## src/rtl/load_hazard_scheduler.sv

```systemverilog
// load_hazard_scheduler
//   Issue controller between the decoder and the execute stage. A 32-bit
//   scoreboard tracks the destination registers of loads in flight. Decode
//   stalls on load-use (RAW) and load-load (WAW) hazards, and when the number
//   of outstanding loads reaches MAX_LOADS. A store-conditional waits until
//   every outstanding load has drained before it issues. ALU results are
//   forwarded, so only lw, ll and the sc result are entered in the scoreboard.
//
// Ports
//   clk_i, rst_i          core clock and asynchronous active-high reset
//   dec_*_i               decode-stage instruction description
//   ex_ready_i            execute stage can accept an instruction
//   flush_i               kill the decode-stage instruction
//   mem_done_i/_rw_i      one load/sc completed, with its destination (0 = none)
//   issue_valid_o         instruction handed to execute this cycle (comb)
//   dec_stall_o           hold fetch/decode registers (comb)
//   pending_o             scoreboard, bit n = load to register n in flight
//   outstanding_o         number of loads in flight
//   drain_busy_o          sc is waiting for outstanding loads to drain
//   proto_err_o           sticky: mem_done seen with no load outstanding
module load_hazard_scheduler #(
  parameter int MAX_LOADS = 2,
  parameter int CNT_W     = $clog2(MAX_LOADS + 1)
) (
  input  logic             clk_i,
  input  logic             rst_i,
  input  logic             dec_valid_i,
  input  logic             dec_uses_rs_i,
  input  logic [4:0]       dec_rs_addr_i,
  input  logic             dec_uses_rt_i,
  input  logic [4:0]       dec_rt_addr_i,
  input  logic             dec_uses_rw_i,
  input  logic [4:0]       dec_rw_addr_i,
  input  logic             dec_is_load_i,
  input  logic             dec_is_sc_i,
  input  logic             ex_ready_i,
  input  logic             flush_i,
  input  logic             mem_done_i,
  input  logic [4:0]       mem_done_rw_i,
  output logic             issue_valid_o,
  output logic             dec_stall_o,
  output logic [31:0]      pending_o,
  output logic [CNT_W-1:0] outstanding_o,
  output logic             drain_busy_o,
  output logic             proto_err_o
);

  typedef enum logic [0:0] {
    ST_RUN   = 1'b0,
    ST_DRAIN = 1'b1
  } state_e;

  state_e           state_q, state_d;
  logic [31:0]      pending_q, pending_d;
  logic [CNT_W-1:0] outstanding_q, outstanding_d;
  logic             proto_err_q, proto_err_d;

  logic [31:0] done_mask;
  logic [31:0] set_mask;
  logic [31:0] pend_eff;
  logic        mem_inst;
  logic        at_max;
  logic        any_out;
  logic        hazard;
  logic        issue;
  logic        inc;
  logic        dec;

  assign mem_inst = dec_is_load_i | dec_is_sc_i;
  assign at_max   = (outstanding_q == CNT_W'(MAX_LOADS));
  assign any_out  = (outstanding_q != {CNT_W{1'b0}});

  // Same-cycle completion bypasses the scoreboard so it costs no stall cycle.
  always_comb begin
    done_mask = 32'd0;
    if (mem_done_i) begin
      done_mask = 32'd1 << mem_done_rw_i;
    end else begin
      done_mask = 32'd0;
    end
    pend_eff = pending_q & ~done_mask;
  end

  // Hazard detection and issue decision.
  always_comb begin
    hazard = (dec_uses_rs_i & pend_eff[dec_rs_addr_i])
           | (dec_uses_rt_i & pend_eff[dec_rt_addr_i])
           | (dec_uses_rw_i & pend_eff[dec_rw_addr_i])
           | (mem_inst & at_max & ~mem_done_i);
    issue  = dec_valid_i & ~flush_i & ~hazard & ex_ready_i
           & (state_q == ST_RUN) & ~(dec_is_sc_i & any_out);
  end

  assign issue_valid_o = issue;
  assign dec_stall_o   = dec_valid_i & ~flush_i & ~issue;

  // sc serialisation FSM: a killed sc never enters DRAIN, and flush leaves it.
  always_comb begin
    state_d = state_q;
    case (state_q)
      ST_RUN: begin
        if (dec_valid_i && dec_is_sc_i && any_out && !flush_i) begin
          state_d = ST_DRAIN;
        end else begin
          state_d = ST_RUN;
        end
      end
      ST_DRAIN: begin
        if (flush_i || !any_out ||
            (mem_done_i && outstanding_q == CNT_W'(1))) begin
          state_d = ST_RUN;
        end else begin
          state_d = ST_DRAIN;
        end
      end
      default: state_d = ST_RUN;
    endcase
  end

  // Scoreboard and counter next state. Set beats clear on the same register.
  always_comb begin
    inc = issue & mem_inst;
    dec = mem_done_i & any_out;
    if (issue && mem_inst && dec_uses_rw_i) begin
      set_mask = 32'd1 << dec_rw_addr_i;
    end else begin
      set_mask = 32'd0;
    end
    pending_d    = (pending_q & ~done_mask) | set_mask;
    pending_d[0] = 1'b0;
    if (inc && !dec) begin
      outstanding_d = outstanding_q + CNT_W'(1);
    end else if (dec && !inc) begin
      outstanding_d = outstanding_q - CNT_W'(1);
    end else begin
      outstanding_d = outstanding_q;
    end
    proto_err_d = proto_err_q | (mem_done_i & ~any_out);
  end

  // State registers.
  always_ff @(posedge clk_i or posedge rst_i) begin
    if (rst_i) begin
      state_q       <= ST_RUN;
      pending_q     <= 32'd0;
      outstanding_q <= {CNT_W{1'b0}};
      proto_err_q   <= 1'b0;
    end else begin
      state_q       <= state_d;
      pending_q     <= pending_d;
      outstanding_q <= outstanding_d;
      proto_err_q   <= proto_err_d;
    end
  end

  assign pending_o     = pending_q;
  assign outstanding_o = outstanding_q;
  assign drain_busy_o  = (state_q == ST_DRAIN);
  assign proto_err_o   = proto_err_q;

endmodule

```

## config.mk

```make
export PLATFORM = sky130hd
export DESIGN_NAME = load_hazard_scheduler
export DESIGN_NICKNAME = d
export VERILOG_FILES = /design/src/rtl/load_hazard_scheduler.sv
export SDC_FILE = /design/constraint.sdc
export NUM_CORES = 1
export LEC_CHECK = 0
export ABC_AREA = 1
export ABC_CLOCK_PERIOD_IN_PS = 2800
export BUFFER_PORTS_ARGS = -buffer_cell sky130_fd_sc_hd__buf_2
export CELL_PAD_IN_SITES_DETAIL_PLACEMENT = 0
export CELL_PAD_IN_SITES_GLOBAL_PLACEMENT = 1
export CORE_ASPECT_RATIO = 0.75
export CORE_MARGIN = 10
export CORE_UTILIZATION = 30
export DETAILED_ROUTE_END_ITERATION = 10
export PLACE_DENSITY = 0.67
export REMOVE_ABC_BUFFERS = 1
export SYNTH_ARGS = -nofsm -noshare
export SYNTH_HDL_FRONTEND = slang
export SYNTH_SLANG_ARGS = --single-unit
```

## constraint.sdc

```tcl
create_clock -name clk_i -period 2.8 [get_ports clk_i]
set_input_delay 0.56 -clock clk_i [delete_from_list [all_inputs] [get_ports clk_i]]
set_output_delay 0.56 -clock clk_i [all_outputs]
set_load 0.02 [all_outputs]
```

==> flow_summary.html, run 1 <==
<table>
<tr><th>Metric</th><th>Value</th></tr>
<tr><th colspan="2">Job</th></tr>
<tr><td>Max-capacitance violation count</td><td>0</td></tr>
<tr><th colspan="2">GRT</th></tr>
<tr><td>GRT Overall Usage</td><td>19.3%</td></tr>
<tr><td>Vias in the first global route</td><td>3,861</td></tr>
<tr><td>Number of antenna violations at the first check in global routing</td><td>0</td></tr>
<tr><td>Pin count of the biggest net entering global routing</td><td>36</td></tr>
<tr><td>Wire length of the first global-routing pass</td><td>22.2 mm</td></tr>
<tr><td>Sum of overflow across all layers after global routing</td><td>0</td></tr>
<tr><th colspan="2">Synth</th></tr>
<tr><td>Post-synthesis cell area</td><td>3090 µm²</td></tr>
<tr><td>Number of enable flip-flop cells after synthesis</td><td>0</td></tr>
<tr><td>Area share of xor/xnor cells in the synthesized design</td><td>0.567%</td></tr>
<tr><td>Post-synthesis mux area share</td><td>0%</td></tr>
<tr><td>Fraction of synthesis flops using an asynchronous set or reset pin</td><td>100%</td></tr>
<tr><td>#FFs+latches synth</td><td>35</td></tr>
<tr><td>Top area cells in the synthesized netlist</td><td>dfrtp_1, nand3_1, nand2_1</td></tr>
<tr><td>Flip-flop cell with the highest count after synthesis</td><td>dfrtp_1</td></tr>
<tr><td>Main combinational cell family by area after synthesis</td><td>simple AND/OR/NAND/NOR gates</td></tr>
<tr><td>Post-synthesis cell type count</td><td>29</td></tr>
<tr><td>Yosys warning total</td><td>0</td></tr>
<tr><td>Post-synthesis average cell area</td><td>6.09 µm²</td></tr>
<tr><td>Cell accounting for the most synthesized area</td><td>dfrtp_1</td></tr>
<tr><td>Synthesized-area fraction occupied by adder cells</td><td>1.62%</td></tr>
<tr><td>Register area share after synthesis</td><td>28.4%</td></tr>
<tr><td>Simple logic cell fraction of the synthesized area</td><td>53.1%</td></tr>
<tr><td>Synth Instances</td><td>507</td></tr>
<tr><td>Yosys top cell area share</td><td>28.4%</td></tr>
<tr><td>Synth Area in Compound Gates</td><td>6.69%</td></tr>
<tr><th colspan="2">STA</th></tr>
<tr><td>Number of slew-limit violations in the final report</td><td>0</td></tr>
<tr><td>Worst relative slew slack</td><td>65.6%</td></tr>
<tr><td>Worst Max-Slew Pin Slew</td><td>516 ps</td></tr>
<tr><td>Post-Route Skew</td><td>13.9 ps</td></tr>
<tr><td>Final Worst Setup Slack</td><td>-47.1 ps</td></tr>
<tr><td>TNS Setup</td><td>-73.6 ps</td></tr>
<tr><td>Minimum clock period after layout</td><td>2850 ps</td></tr>
<tr><td>Setup repair after global routing missed its margin</td><td>true</td></tr>
<tr><td>Hold slack</td><td>366 ps</td></tr>
<tr><td>Final cycle utilization of the critical path</td><td>102%</td></tr>
<tr><td>Max frequency</td><td>351 MHz</td></tr>
<tr><td>Number of failing hold endpoints at the final stage</td><td>0</td></tr>
<tr><td>Setup violators final</td><td>2</td></tr>
<tr><th colspan="2">Critical path</th></tr>
<tr><td>Reg2Reg Setup Slack</td><td>290 ps</td></tr>
<tr><td>Slowest stage cell, crit path</td><td>a21boi_0</td></tr>
<tr><td>Max FO, Critical Path</td><td>6</td></tr>
<tr><td>Delay of the slowest cell on the worst path</td><td>210 ps</td></tr>
<tr><td>Critical Path End Type</td><td>primary output</td></tr>
<tr><td>Data required time of the worst path</td><td>2240 ps</td></tr>
<tr><td>Worst-path cell chain</td><td>buf_4 &gt; nand2_4 &gt; clkinv_4 &gt; buf_4 &gt; a21boi_0 &gt; buf_4 &gt; nand2_1 &gt; nand3_1 &gt; nand3_1 &gt; nand3_1 &gt; nand2_1 &gt; nand2_1 &gt; nand2_2 &gt; nor2_4 &gt; nor2_4 &gt; buf_6 &gt; buf_6</td></tr>
<tr><td>Startpoint type of the worst setup path</td><td>input port</td></tr>
<tr><td>Arrival time at the worst endpoint</td><td>2290 ps</td></tr>
<tr><td>Worst Setup Path Type</td><td>in2out</td></tr>
<tr><th colspan="2">Clocking</th></tr>
<tr><td>Clock root buffer</td><td>clkbuf_16</td></tr>
<tr><td>Max clock buf depth</td><td>2</td></tr>
<tr><td>Clock transition time at the flip-flop clock pins of the worst setup and hold paths</td><td>70 ps</td></tr>
<tr><td>TritonCTS clock tree</td><td>built</td></tr>
<tr><td>Number of hold buffers added after CTS</td><td>0</td></tr>
<tr><td>CTS buffer count</td><td>5</td></tr>
<tr><td>Clk Latency, worst-skew pair</td><td>290 ps</td></tr>
<tr><td>Clk sinks</td><td>35</td></tr>
<tr><td>Depth of the CTS H-tree</td><td>2</td></tr>
<tr><th colspan="2">Drt</th></tr>
<tr><td>1st-iter DRT viols</td><td>472</td></tr>
<tr><td>Post-route ant nets</td><td>0</td></tr>
<tr><td>Final routed DRC violation total</td><td>0</td></tr>
<tr><td>Via/cell ratio</td><td>5.37</td></tr>
<tr><td>Total length of routed wires</td><td>14.8 mm</td></tr>
<tr><td>Vias after detailed routing</td><td>4,197</td></tr>
<tr><td>Routed wire length per instance</td><td>18.9 µm</td></tr>
<tr><td>Number of iterations in the first detailed-routing pass</td><td>5</td></tr>
<tr><th colspan="2">Floorplanning</th></tr>
<tr><td>Initial cell density of the core</td><td>31.3%</td></tr>
<tr><td>Core outline area</td><td>9850 µm²</td></tr>
<tr><td>Standard-cell rows</td><td>31</td></tr>
<tr><td>Ports placed on the boundary</td><td>69</td></tr>
<tr><td>Die width</td><td>137 µm</td></tr>
<tr><td>Area of the die</td><td>14,800 µm²</td></tr>
<tr><td>Die Y-Extent</td><td>108 µm</td></tr>
<tr><th colspan="2">Cells and area</th></tr>
<tr><td>Growth of design area from synthesis to finish</td><td>56.4%</td></tr>
<tr><td>Nets@finish</td><td>683</td></tr>
<tr><td>Final design utilization</td><td>49.0%</td></tr>
<tr><td>Diode count</td><td>0</td></tr>
<tr><td>Share of cells above drive strength 1</td><td>39.0%</td></tr>
<tr><th colspan="2">Run status</th></tr>
<tr><td>Violations in the final reports</td><td>setup timing</td></tr>
<tr><td>Result of the run</td><td>complete, but fails checks</td></tr>
<tr><th colspan="2">Pwr</th></tr>
<tr><td>Clock group share of total power</td><td>34.3%</td></tr>
<tr><td>Sequential fraction of design power</td><td>32.3%</td></tr>
<tr><td>Internal portion of total power</td><td>1.15 mW</td></tr>
<tr><td>Switching power summed over all nets</td><td>0.634 mW</td></tr>
<tr><td>Power share of the combinational group</td><td>33.5%</td></tr>
<tr><td>LEAKAGE</td><td>2.39 nW</td></tr>
<tr><td>PD cells</td><td>370 nW/µm²</td></tr>
<tr><td>Switching Fraction</td><td>35.5%</td></tr>
<tr><td>Peak supply drop</td><td>0.254 mV</td></tr>
<tr><td>Total Power</td><td>1.79 mW</td></tr>
<tr><th colspan="2">Worst hold path</th></tr>
<tr><td>Type of the tightest min-delay check</td><td>in2async</td></tr>
<tr><th colspan="2">Placed design</th></tr>
<tr><td>Number of port buffers</td><td>67</td></tr>
<tr><td>HPWL reported at the end of detailed placement</td><td>11.3 mm</td></tr>
<tr><td>Place WS</td><td>-535 ps</td></tr>
<tr><td>Routability cong.</td><td>0.931</td></tr>
</table>
[cells in the final DEF (no fill, tap or decap), drive strengths merged]
cell	count
nor2	58
clkbuf	8
nand3	119
a311oi	1
conb	1
nand4	40
o21ai	4
dfrtp	35
o21bai	1
clkinvlp	2
nand2	140
xnor2	1
or2	1
buf	167
ha	4
nor4	4
a21oi	10
nor3	1
clkinv	5
xor2	1
inv	30
a21boi	6
o211ai	10
[area by class of cell]
class                   count  area (µm²)
clock buffers               8         156
fillers                  1059        5020
inverters                  36         151
multi-input cells         402        2260
flip-flops and latches     35         876
well taps                 132         165
repair buffers            167        1210
repair inverters            1        7.51
[per-layer routing]
layer	vias up	track usage [%]	part of all wire, %
li1	2001	-	-
met1	1968	28.6	47
met2	214	27.0	43
met3	14	4.90	9.6
met4	0	3.90	0.94
met5	-	0	0
[timing repair]
item                       4_1_cts  5_1_grt
setup buffers                    8       14
setup endpoints to repair       31       26
resized for setup               75       55
pin swaps                       28       36
cloned                           1        0
[power by group through the flow]
stage | Combinational, mW | Sequential [mW] | Clock [mW]
CTS | 0.561 | 0.575 | 0.622
finish | 0.598 | 0.577 | 0.612
global route | 0.657 | 0.580 | 0.637
floorplan | 0.230 | 0.614 | 0
detailed placement | 0.516 | 0.583 | 0
global placement | 0.514 | 0.583 | 0
[cell families (layout without fill, tap and decap cells)]
family	after synthesis	in the layout
other	1	1
AND/OR/NAND/NOR	363	363
buffers and inverters	70	212
flip-flops	35	35
AO/OA/AOI/OAI	32	32
adder cells (fa/ha/maj)	4	4
XOR/XNOR	2	2
[state kept, by name, summed over array words and instances, names as in the netlist]
| name | count |
|---|---|
| drain_busy_o | 1 |
| outstanding_o | 2 |
| pending_o | 31 |
| proto_err_o | 1 |
[cell usage after synthesis, types with 2 or more instances]
| cell type | n |
|---|---|
| nor2_2 | 3 |
| o21ai_0 | 3 |
| ha_1 | 4 |
| clkinv_1 | 4 |
| clkbuf_1 | 14 |
| nand2_1 | 140 |
| nand3_1 | 119 |
| nor4_1 | 4 |
| buf_1 | 7 |
| nor2_1 | 54 |
| a21boi_1 | 4 |
| o211ai_1 | 10 |
| nand4_1 | 40 |
| buf_2 | 7 |
| inv_1 | 31 |
| a21oi_1 | 10 |
| dfrtp_1 | 35 |
| buf_4 | 6 |
| a21boi_0 | 2 |
[path summary, 6_finish.rpt]
path                                         startpoint                 endpoint  depth (start not counted)
hold / removal                                    rst_i  pending_o[28]$_DFF_PP0_                          3
max in group asynchronous                         rst_i   drain_busy_o$_DFF_PP0_                          3
setup / recovery                       mem_done_rw_i[4]            issue_valid_o                         17
setup reg to reg           outstanding_o[0]$_DFFE_PP0P_  pending_o[31]$_DFF_PP0_                         14
hold reg to reg                   proto_err_o$_DFF_PP0_    proto_err_o$_DFF_PP0_                          1
min in group clk_i                proto_err_o$_DFF_PP0_    proto_err_o$_DFF_PP0_                          1
[per-stage QoR]
step	cell area [µm²]	instances
after floorplan	2930	473
after global placement	4040	750
after detailed placement	4040	750
after CTS	4520	767
after global routing	4830	781
final	4830	781
[critical path: cells and delay by family]
kind | cells | cell delay [ps]
buffers and inverters | 6 | 750
and+or+nand+nor | 10 | 760
AOI/OAI and AO/OA | 1 | 210
(Power assumes the default switching activity.)
==> run 2, diff against run 1 <==
Settings changed: CORE_MARGIN 10 to 1.5.
==> run 2 against run 1 <==
  * The run still ends with setup timing left
  * Utilization is 1.2 points lower
  * Via count rose by 0.33%
  * Combinational power down 2%
  * Clock power is 0.8% higher
  * Clock skew shrank 1.9 ps
  * Count of clock-buffer cells in the layout unchanged
  * Sequential share of layout area rose by 0.52 points
  * Sequential power hardly changed
  * Register-to-register slack improved by 140 ps
  * Global-route usage increased by 7.0 points
  * Sequential cell count did not move
  * Final area is 2.8% lower
==> flow_summary.html, run 2 (synthesis results as in run 1) <==
<table>
<tr><th>Metric</th><th>Value</th></tr>
<tr><th colspan="2">Critical path</th></tr>
<tr><td>Slowest stage cell, crit path</td><td>nand2_1</td></tr>
<tr><td>Delay of the slowest cell on the worst path</td><td>200 ps</td></tr>
<tr><td>Worst Setup Path Type</td><td>in2out</td></tr>
<tr><td>Startpoint type of the worst setup path</td><td>input port</td></tr>
<tr><td>Arrival time at the worst endpoint</td><td>2340 ps</td></tr>
<tr><td>Critical Path End Type</td><td>primary output</td></tr>
<tr><td>Max FO, Critical Path</td><td>6</td></tr>
<tr><td>Top delay family on crit path</td><td>simple AND/OR/NAND/NOR gates</td></tr>
<tr><td>Data required time of the worst path</td><td>2240 ps</td></tr>
<tr><td>WP buf/inv</td><td>4</td></tr>
<tr><td>Worst-path cell chain</td><td>buf_2 &gt; nor2_4 &gt; buf_12 &gt; nand4_1 &gt; nand2_1 &gt; a21oi_1 &gt; nand3_1 &gt; nand3_2 &gt; nand2_1 &gt; nand2_1 &gt; nand3_2 &gt; nand3_2 &gt; nor2_4 &gt; buf_6 &gt; buf_6</td></tr>
<tr><th colspan="2">Clocking</th></tr>
<tr><td>Depth of the CTS H-tree</td><td>2</td></tr>
<tr><td>Max clock buf depth</td><td>2</td></tr>
<tr><td>Clock root buffer</td><td>clkbuf_16</td></tr>
<tr><td>CTS buffer count</td><td>5</td></tr>
<tr><td>TritonCTS clock tree</td><td>built</td></tr>
<tr><td>Clk Latency, worst-skew pair</td><td>290 ps</td></tr>
<tr><td>Number of hold buffers added after CTS</td><td>0</td></tr>
<tr><td>Clock transition time at the flip-flop clock pins of the worst setup and hold paths</td><td>70 ps</td></tr>
<tr><td>Clk sinks</td><td>35</td></tr>
<tr><th colspan="2">Cells and area</th></tr>
<tr><td>Share of cells above drive strength 1</td><td>36.3%</td></tr>
<tr><td>Nets@finish</td><td>674</td></tr>
<tr><td>Diode count</td><td>0</td></tr>
<tr><td>FF/Latch Area</td><td>876 µm²</td></tr>
<tr><td>Commonest non-fill, non-tap cell in the layout</td><td>nand2_1</td></tr>
<tr><td>Area of the multi-input gates</td><td>2190 µm²</td></tr>
<tr><td>Growth of design area from synthesis to finish</td><td>52.0%</td></tr>
<tr><td>Max reg flops</td><td>31</td></tr>
<tr><td>Most frequent cells in the layout</td><td>nand2_1, nand3_1, buf_4</td></tr>
<tr><td># fillers</td><td>1,035</td></tr>
<tr><th colspan="2">Drt</th></tr>
<tr><td>Top routing layer in use</td><td>met4</td></tr>
<tr><td>Met1 wire length</td><td>6.82 mm</td></tr>
<tr><td>Final routed DRC violation total</td><td>0</td></tr>
<tr><td>Amount of wire on met3 after detailed routing</td><td>1.13 mm</td></tr>
<tr><td>Wire length on met2</td><td>6.01 mm</td></tr>
<tr><td>Routed wire length per instance</td><td>18.3 µm</td></tr>
<tr><td>Via/cell ratio</td><td>5.45</td></tr>
<tr><td>1st-iter DRT viols</td><td>404</td></tr>
<tr><td>Vias after detailed routing</td><td>4,211</td></tr>
<tr><td>Total length of routed wires</td><td>14.2 mm</td></tr>
<tr><td>Post-route ant nets</td><td>0</td></tr>
<tr><td>Number of iterations in the first detailed-routing pass</td><td>4</td></tr>
<tr><th colspan="2">GRT</th></tr>
<tr><td>Vias in the first global route</td><td>3,887</td></tr>
<tr><td>GRT Overall Usage</td><td>26.3%</td></tr>
<tr><td>Number of antenna violations at the first check in global routing</td><td>0</td></tr>
<tr><td>Pin count of the biggest net entering global routing</td><td>36</td></tr>
<tr><td>Wire length of the first global-routing pass</td><td>22.2 mm</td></tr>
<tr><td>Sum of overflow across all layers after global routing</td><td>0</td></tr>
<tr><th colspan="2">Floorplanning</th></tr>
<tr><td>Standard-cell rows</td><td>31</td></tr>
<tr><td>Initial cell density of the core</td><td>31.5%</td></tr>
<tr><td>Die width</td><td>120 µm</td></tr>
<tr><td>Die Y-Extent</td><td>90.9 µm</td></tr>
<tr><td>Core outline area</td><td>9810 µm²</td></tr>
<tr><td>Area of the die</td><td>10,900 µm²</td></tr>
<tr><td>Ports placed on the boundary</td><td>69</td></tr>
<tr><th colspan="2">Placed design</th></tr>
<tr><td>Routability cong.</td><td>0.945</td></tr>
<tr><td>HPWL reported at the end of detailed placement</td><td>10.5 mm</td></tr>
<tr><td>Number of port buffers</td><td>67</td></tr>
<tr><th colspan="2">STA</th></tr>
<tr><td>Worst relative slew slack</td><td>65.0%</td></tr>
<tr><td>TNS Setup</td><td>-190 ps</td></tr>
<tr><td>Number of failing hold endpoints at the final stage</td><td>0</td></tr>
<tr><td>Number of slew-limit violations in the final report</td><td>0</td></tr>
<tr><td>Minimum clock period after layout</td><td>2900 ps</td></tr>
<tr><td>Hold slack</td><td>391 ps</td></tr>
<tr><td>Setup violators final</td><td>2</td></tr>
<tr><td>Final cycle utilization of the critical path</td><td>104%</td></tr>
<tr><td>Max frequency</td><td>344 MHz</td></tr>
<tr><td>Worst Max-Slew Pin Slew</td><td>525 ps</td></tr>
<tr><td>Setup repair after global routing missed its margin</td><td>true</td></tr>
<tr><td>Final Worst Setup Slack</td><td>-103 ps</td></tr>
<tr><td>Post-Route Skew</td><td>12.0 ps</td></tr>
<tr><th colspan="2">Run status</th></tr>
<tr><td>Violations in the final reports</td><td>setup timing</td></tr>
<tr><td>Result of the run</td><td>complete, but fails checks</td></tr>
<tr><th colspan="2">Pwr</th></tr>
<tr><td>PD cells</td><td>378 nW/µm²</td></tr>
<tr><td>Peak supply drop</td><td>0.246 mV</td></tr>
<tr><td>LEAKAGE</td><td>2.30 nW</td></tr>
<tr><th colspan="2">Job</th></tr>
<tr><td>Max-capacitance violation count</td><td>0</td></tr>
<tr><th colspan="2">Worst hold path</th></tr>
<tr><td>Type of the tightest min-delay check</td><td>in2async</td></tr>
</table>
## run 2: per-layer routing
layer	up-vias	global-route usage, %
met4	0	4.46
li1	1981	-
met1	2005	41.0
met3	14	3.03
met2	211	38.8
met5	-	0
## run 2: layout make-up
class | count | area share [%]
Sequential cell | 35 | 18.7
Timing Repair Buffer | 157 | 24.4
Tap cell | 132 | 3.52
Clock buffer | 8 | 3.33
Timing Repair inverter | 2 | 0.320
Inverter | 36 | 3.07
Multi-Input combinational cell | 402 | 46.7
## run 2: power by group
group	total (mW)	switching (mW)	leakage (nW)	internal (mW)
clock network	0.617	0.237	0.0772	0.380
registers	0.576	0.0377	0.478	0.538
logic	0.584	0.356	1.74	0.228
total	1.78	0.630	2.30	1.15
## run 2: worst paths after layout
kind / depth (start not counted) / slack (ps) / end / from
hold / removal: 3 / 390 / pending_o[28]$_DFF_PP0_ / rst_i
setup / recovery: 15 / -100 / issue_valid_o / mem_done_rw_i[4]
hold reg to reg: 1 / 500 / proto_err_o$_DFF_PP0_ / proto_err_o$_DFF_PP0_
max in group asynchronous: 3 / 2040 / pending_o[1]$_DFF_PP0_ / rst_i
setup reg to reg: 14 / 430 / pending_o[12]$_DFF_PP0_ / outstanding_o[0]$_DFFE_PP0P_
min in group clk_i: 1 / 500 / proto_err_o$_DFF_PP0_ / proto_err_o$_DFF_PP0_
## run 2: worst register-to-register path: cells and delay by family (launching register included)
kind / cells / cell delay, ps
adder cells (fa/ha/maj): 1 / 140
buffers and inverters: 6 / 750
flip-flops: 1 / 420
AO/OA/AOI/OAI: 1 / 360
AND/OR/NAND/NOR: 6 / 640
## run 2: metrics by stage
stage	power, mW	instance area (µm²)	std cells	worst slack [ps]	util (%)
2_1_floorplan	0.844	2930	473	-552	-
3_3_place_gp	1.08	4000	745	-503	40.8
3_5_place_dp	1.09	4000	745	-480	40.8
4_1_cts	1.77	4610	768	-75.5	47.0
5_1_grt	1.87	4690	772	-219	47.8
6_report	1.78	4690	772	-103	47.8
## run 2: timing repair
action / 4_1_cts / 5_1_grt
hold endpoints to repair: 0 / 0
gates cloned: 2 / 1
pin swaps: 25 / 12
buffers inserted: 13 / 3
setup endpoints to repair: 11 / 11
resized for setup: 86 / 14
